## config.mk

```make
export PLATFORM = sky130hd
export DESIGN_NAME = multi_trigger_scaler_flat
export DESIGN_NICKNAME = d
export VERILOG_FILES = /design/src/rtl/multi_trigger_scaler_if.sv /design/src/rtl/multi_trigger_scaler.sv /design/src/flat_wrapper.sv
export SDC_FILE = /design/constraint.sdc
export NUM_CORES = 1
export LEC_CHECK = 0
export CORE_UTILIZATION = 42
export DETAILED_ROUTE_END_ITERATION = 7
export PLACE_DENSITY = 0.67
export SYNTH_ARGS = -nofsm -noshare
export SYNTH_HDL_FRONTEND = slang
export SYNTH_SLANG_ARGS = --single-unit
```

## constraint.sdc

```tcl
create_clock -name clk_i -period 3.3 [get_ports clk_i]
set_clock_uncertainty 0.1 [all_clocks]
set_input_delay 0.33 -clock clk_i [delete_from_list [all_inputs] [get_ports clk_i]]
set_output_delay 0.33 -clock clk_i [all_outputs]
set_load 0.05 [all_outputs]
```

## src/rtl/multi_trigger_scaler_if.sv

```systemverilog
// Discriminator inputs, per-channel controls and scaler readout of multi_trigger_scaler.
// master drives channel levels/controls, slave is the conditioner itself.
interface multi_trigger_scaler_if #(
    parameter int NCH   = 16,
    parameter int WIDTH = 16,
    parameter int SELW  = (NCH > 1) ? $clog2(NCH) : 1
);
    logic [NCH-1:0]   trig_i;
    logic [NCH-1:0]   power_i;
    logic [NCH-1:0]   mask_i;
    logic             slow_ce_i;
    logic [SELW-1:0]  scaler_sel_i;
    logic [NCH-1:0]   trig_o;
    logic [NCH-1:0]   stuck_o;
    logic [WIDTH-1:0] scaler_dat_o;
    logic             scaler_update_o;

    modport master (
        output trig_i, power_i, mask_i, slow_ce_i, scaler_sel_i,
        input  trig_o, stuck_o, scaler_dat_o, scaler_update_o
    );

    modport slave (
        input  trig_i, power_i, mask_i, slow_ce_i, scaler_sel_i,
        output trig_o, stuck_o, scaler_dat_o, scaler_update_o
    );
endinterface

```

## src/rtl/multi_trigger_scaler.sv

```systemverilog
// Per-channel synchroniser, non-retriggerable one-shot, saturating scaler and stuck-high detector.
// Latency: trig_o SYNC_CYCLES+1 cycles after the input edge, readout 1 cycle; free-running, no backpressure.
module multi_trigger_scaler #(
    parameter int NCH             = 16,
    parameter int WIDTH           = 16,
    parameter int SYNC_CYCLES     = 2,
    parameter int ONE_SHOT_LENGTH = 3,
    parameter int STUCK_PERIODS   = 4,
    parameter int SELW            = (NCH > 1) ? $clog2(NCH) : 1
) (
    input  logic                  clk_i,
    input  logic                  rst_i,
    multi_trigger_scaler_if.slave bus
);
    localparam int OSW = $clog2(ONE_SHOT_LENGTH + 1);
    localparam int SCW = $clog2(STUCK_PERIODS + 1);

    localparam logic [WIDTH-1:0] CNT_MAX   = '1;
    localparam logic [OSW-1:0]   OS_LOAD   = OSW'(ONE_SHOT_LENGTH);
    localparam logic [SCW-1:0]   STUCK_MAX = SCW'(STUCK_PERIODS);

    logic [SYNC_CYCLES-1:0] sync_q      [NCH];
    logic [OSW-1:0]         os_q        [NCH];
    logic [WIDTH-1:0]       cnt_q       [NCH];
    logic [WIDTH-1:0]       hold_q      [NCH];
    logic [SCW-1:0]         stuck_cnt_q [NCH];
    logic [NCH-1:0]         dly_q;
    logic [NCH-1:0]         allhigh_q;
    logic [NCH-1:0]         trig_q;
    logic [WIDTH-1:0]       dat_q;
    logic                   upd_q;

    logic [NCH-1:0]         level;
    logic [NCH-1:0]         edge_det;
    logic [SCW-1:0]         stuck_cnt_nxt [NCH];
    logic [SELW-1:0]        sel;

    assign sel = bus.scaler_sel_i;

    always_comb begin
        for (int ch = 0; ch < NCH; ch++) begin
            level[ch]         = sync_q[ch][SYNC_CYCLES-1];
            edge_det[ch]      = level[ch] & ~dly_q[ch];
            stuck_cnt_nxt[ch] = '0;
            // A period only counts towards stuck if L never dropped, including its last cycle.
            if (allhigh_q[ch] && level[ch]) begin
                stuck_cnt_nxt[ch] = (stuck_cnt_q[ch] == STUCK_MAX) ? STUCK_MAX
                                                                  : stuck_cnt_q[ch] + SCW'(1);
            end
        end
    end

    always_ff @(posedge clk_i) begin
        if (rst_i) begin
            for (int ch = 0; ch < NCH; ch++) begin
                sync_q[ch]      <= '0;
                os_q[ch]        <= '0;
                cnt_q[ch]       <= '0;
                hold_q[ch]      <= '0;
                stuck_cnt_q[ch] <= '0;
            end
            dly_q     <= '0;
            allhigh_q <= '0;
            trig_q    <= '0;
            dat_q     <= '0;
            upd_q     <= 1'b0;
        end else begin
            upd_q <= bus.slow_ce_i;
            dat_q <= (int'(sel) < NCH) ? hold_q[sel] : '0;
            for (int ch = 0; ch < NCH; ch++) begin
                if (!bus.power_i[ch]) begin
                    sync_q[ch]      <= '0;
                    os_q[ch]        <= '0;
                    cnt_q[ch]       <= '0;
                    hold_q[ch]      <= '0;
                    stuck_cnt_q[ch] <= '0;
                    dly_q[ch]       <= 1'b0;
                    allhigh_q[ch]   <= 1'b0;
                    trig_q[ch]      <= 1'b0;
                end else begin
                    sync_q[ch] <= {sync_q[ch][SYNC_CYCLES-2:0], bus.trig_i[ch]};
                    dly_q[ch]  <= level[ch];

                    // Output follows the loaded counter one cycle later, giving exactly
                    // ONE_SHOT_LENGTH high cycles; edges while busy are dropped.
                    trig_q[ch] <= (os_q[ch] != '0) && !bus.mask_i[ch];
                    if (os_q[ch] != '0) begin
                        os_q[ch] <= os_q[ch] - OSW'(1);
                    end else if (edge_det[ch]) begin
                        os_q[ch] <= OS_LOAD;
                    end

                    if (bus.slow_ce_i) begin
                        hold_q[ch]      <= (stuck_cnt_nxt[ch] == STUCK_MAX) ? CNT_MAX : cnt_q[ch];
                        cnt_q[ch]       <= WIDTH'(edge_det[ch]);
                        stuck_cnt_q[ch] <= stuck_cnt_nxt[ch];
                        allhigh_q[ch]   <= 1'b1;
                    end else begin
                        if (edge_det[ch] && (cnt_q[ch] != CNT_MAX)) begin
                            cnt_q[ch] <= cnt_q[ch] + WIDTH'(1);
                        end
                        if (!level[ch]) begin
                            allhigh_q[ch] <= 1'b0;
                        end
                    end
                end
            end
        end
    end

    always_comb begin
        for (int ch = 0; ch < NCH; ch++) begin
            bus.stuck_o[ch] = (stuck_cnt_q[ch] == STUCK_MAX);
        end
    end

    assign bus.trig_o          = trig_q;
    assign bus.scaler_dat_o    = dat_q;
    assign bus.scaler_update_o = upd_q;
endmodule

```

## src/flat_wrapper.sv

```systemverilog
// flat-port wrapper written by rule: the top's interface ports become plain ports
module multi_trigger_scaler_flat 
#(
    parameter int NCH             = 16,
    parameter int WIDTH           = 16,
    parameter int SYNC_CYCLES     = 2,
    parameter int ONE_SHOT_LENGTH = 3,
    parameter int STUCK_PERIODS   = 4,
    parameter int SELW            = (NCH > 1) ? $clog2(NCH) : 1
)
  (clk_i, rst_i, bus_trig_i, bus_power_i, bus_mask_i, bus_slow_ce_i, bus_scaler_sel_i, bus_trig_o, bus_stuck_o, bus_scaler_dat_o, bus_scaler_update_o);
  multi_trigger_scaler_if #(.NCH(NCH), .WIDTH(WIDTH), .SELW(SELW)) bus_i ();
  input  logic clk_i;
  input  logic rst_i;
  input wire logic [$bits(bus_i.trig_i)-1:0] bus_trig_i;
  input wire logic [$bits(bus_i.power_i)-1:0] bus_power_i;
  input wire logic [$bits(bus_i.mask_i)-1:0] bus_mask_i;
  input wire logic [$bits(bus_i.slow_ce_i)-1:0] bus_slow_ce_i;
  input wire logic [$bits(bus_i.scaler_sel_i)-1:0] bus_scaler_sel_i;
  output wire logic [$bits(bus_i.trig_o)-1:0] bus_trig_o;
  output wire logic [$bits(bus_i.stuck_o)-1:0] bus_stuck_o;
  output wire logic [$bits(bus_i.scaler_dat_o)-1:0] bus_scaler_dat_o;
  output wire logic [$bits(bus_i.scaler_update_o)-1:0] bus_scaler_update_o;
  assign bus_i.trig_i = bus_trig_i;
  assign bus_i.power_i = bus_power_i;
  assign bus_i.mask_i = bus_mask_i;
  assign bus_i.slow_ce_i = bus_slow_ce_i;
  assign bus_i.scaler_sel_i = bus_scaler_sel_i;
  assign bus_trig_o = bus_i.trig_o;
  assign bus_stuck_o = bus_i.stuck_o;
  assign bus_scaler_dat_o = bus_i.scaler_dat_o;
  assign bus_scaler_update_o = bus_i.scaler_update_o;
  multi_trigger_scaler #(.NCH(NCH), .WIDTH(WIDTH), .SYNC_CYCLES(SYNC_CYCLES), .ONE_SHOT_LENGTH(ONE_SHOT_LENGTH), .STUCK_PERIODS(STUCK_PERIODS), .SELW(SELW)) u_core (.clk_i(clk_i), .rst_i(rst_i), .bus(bus_i));
endmodule
```

==> flow_summary.yaml <==
drt:
  routed_wl_um: 77200
  wire_per_inst_um: 18.4
  ant_nets: 0
  via_count: 22800
  wl_met1_um: 35000
  wl_met2_um: 34700
  dr.pass1.iters: 5
  drt_iter0_markers: 2000
  dr_wl_met3_um: 5740
  route.top_layer_used: "met5"
  drc: 0
  vias_per_cell: 5.42
placed_design:
  gp_congestion: 0.865
  pre_cts_slack_ns: 0.395
  dp_cells: 4057
  place_area_mm2: 0.0365
  portBuffers: 103
  hpwl_um: 55000
synth:
  ys_ff_latch: 689
  ys_types: 66
  synth_top_area_share: 0.553
  syn_area_mm2: 0.0339
  synth.most_common_cell: "edfxtp_1"
  synth.area.top_cells: "edfxtp_1 55%, o21a_1 5.0%, xnor2_1 3.9%, dfxtp_1 3.8%, nor2_1 3.2%"
  synth_edf_count: 624
  seq_area_frac_synth: 0.592
  netlist_instances: 2910
  synth.largest_area_cell: "edfxtp_1"
  synth_area_per_cell_um2: 11.6
  synth-main-ff-cell: "edfxtp_1"
  yosys_warnings: 0
  synthTopCellsByCount: "624 x edfxtp_1, 289 x nor2_1, 224 x o21a_1"
  ys_async_sr_fraction: 0
finish:
  post-route-cell-area_mm2: 0.0390
  fillers: 7120
  syn_to_final_growth_pct: 15.2
  final_nets: 3205
  postLayoutCoreUtil: 0.492
  stdcell_count: 4202
  drive_gt1_frac: 0.0876
setup_path:
  crit_fanout: 3
  endpoint_kind: "output pin"
  start_kind: "flip-flop"
  r2r_start: "u_core.cnt_q[3][0]"
  critical_path_class: "reg -> out"
  setup.worst_path.start: "u_core.stuck_cnt_q[8][0]"
  critPathArrivalTime_ns: 2.35
  crit_required_ns: 2.87
grt:
  grt_max_degree: 42
  grt_pass1_wl_um: 122000
  grt_pass1_vias: 21700
  grtUsageTotal: 0.189
  grt_antenna_before_repair: 5
  grt-ovfl-total: 0
die:
  die_y_um: 286
  die_area_mm2: 0.0818
  die_w_um: 286
  num_rows: 103
  io_pins: 104
  fp.coreArea_mm2: 0.0794
  initial_core_util: 0.427
clocking:
  hold_buffers: 0
  cts_setup_buffers: 0
  h-tree-depth: 3
  cts_made_buffers: 77
  cts_tree: "yes"
  postCtsResizedCells: 0
  path_clk_slew_ns: 0.06
  cts_buffer_depth: 3
  clockRootBuffer: "clkbuf_16"
  clk_latency_ns: 0.63
  clkSinkCount: 689
sta:
  finalCritPeriodShare: 0.843
  rsz0062_at_grt: "false"
  setup-tns-final_ns: 0
  hold_viol: 0
  slew_headroom: 0.240
  tightest_slew_ns: 1.13
  setup_viol: 0
  fmax_ghz: 0.359
  drv_slew: 0
  fin_crit_ns: 2.78
  fin_ws_ns: 0.517
power_and_ir_drop:
  p_leak_nw: 13.8
  power_density_mw_per_mm2: 517
  ir_worst_vdd_mv: 0.383
job:
  cap_violations: 0
run_status:
  status: "finished, final reports clean"
hold_path:
  hold_class: "in -> reg"
  worstHoldStart: "bus_mask_i[13]"
[routing by layer]
layer | vias up | GRT usage
li1 | 11000 | -
met2 | 665 | 0.290
met3 | 117 | 0.0390
met1 | 11000 | 0.269
met4 | 6 | 0.0594
met5 | - | 0
[layout make-up]
cell class | count | area [µm²] | share of cell area
Sequential cell | 689 | 20000 | 0.513
Multi-Input combinational cell | 1968 | 12900 | 0.330
Clock buffer | 97 | 2060 | 0.0528
Timing Repair Buffer | 183 | 1660 | 0.0425
Tap cell | 1050 | 1310 | 0.0337
Inverter | 167 | 627 | 0.0161
Clock inverter | 47 | 463 | 0.0119
Antenna cell | 1 | 2.50 | 0.0000641
[kinds of logic after synthesis]
kind of cell,count (synthesis),share of synthesized area
xor gates and xnor gates,216,0.0559
other,1,0.000111
AOI/OAI and AO/OA,490,0.0976
and+or+nand+nor,1055,0.159
buffers and inverters,284,0.0330
muxes,111,0.0393
DFF,689,0.592
adders and majority gates,64,0.0236
[sequential cells by signal, indices dropped and copies added (netlist names)]
signal                      cells
u_core.allhigh_q               16
u_core.bus.scaler_dat_o        16
u_core.bus.scaler_update_o      1
u_core.bus.trig_o              16
u_core.cnt_q                  256
u_core.dly_q                   16
u_core.hold_q                 256
u_core.os_q                    32
u_core.stuck_cnt_q             48
u_core.sync_q                  32
[critical path, cell delays in order, from the launching register on]
cell             delay [ns]
edfxtp_1               0.42
inv_1                  0.10
ha_1                   0.17
nand2_1                0.07
inv_1                  0.14
clkdlybuf4s50_1        0.85
[placed cells by master, fill, tap and decap left out, types with 10 or more instances in the layout]
cell,Yosys,final
edfxtp_1,624,624
nor2_1,289,288
o21a_1,224,224
inv_1,166,166
xnor2_1,150,150
nand3_1,137,137
nand2_1,130,130
a21oi_1,115,115
nor3_1,108,105
clkdlybuf4s50_1,0,100
mux2i_1,88,88
clkbuf_16,0,77
buf_4,4,77
and2_1,75,75
xor2_1,66,66
dfxtp_1,65,65
ha_1,64,64
nand4_1,55,55
nor4_1,42,42
o21ai_0,43,42
a22oi_1,41,41
nand2b_1,36,36
conb_1,1,32
or3_1,31,31
nor2b_1,28,27
or2_2,25,25
nand3b_1,24,24
and3_1,22,22
mux4_2,17,17
clkinv_1,0,16
clkinv_2,0,15
clkbuf_1,84,14
o21ai_1,11,12
o22ai_1,11,11
and4_1,11,11
nor2_2,10,10
[stage by stage]
| stage | hold slack, ns | power, W |
|---|---|---|
| 2_1_floorplan | 0.307 | 0.0112 |
| 3_3_place_gp | 0.370 | 0.0118 |
| 3_5_place_dp | 0.383 | 0.0118 |
| 4_1_cts | 0.111 | 0.0204 |
| 5_1_grt | 0.132 | 0.0209 |
| 6_report | 0.142 | 0.0202 |
[path summary, 6_finish.rpt]
| path | endpoint | slack [ns] | cells past startpoint |
|---|---|---|---|
| hold / removal | u_core.bus.trig_o[13] | 0.14 | 2 |
| setup reg to reg | u_core.cnt_q[3][13] | 0.62 | 6 |
| setup / recovery | bus_stuck_o[8] | 0.52 | 5 |
| hold reg to reg | u_core.allhigh_q[13] | 0.39 | 2 |
[where the power goes]
group	internal (W)	total (W)	switching (W)
Clock	0.00501	0.00855	0.00354
Combinational	0.000559	0.00141	0.000854
Sequential	0.00990	0.0102	0.000319
Power figures use the tool's default switching activity.
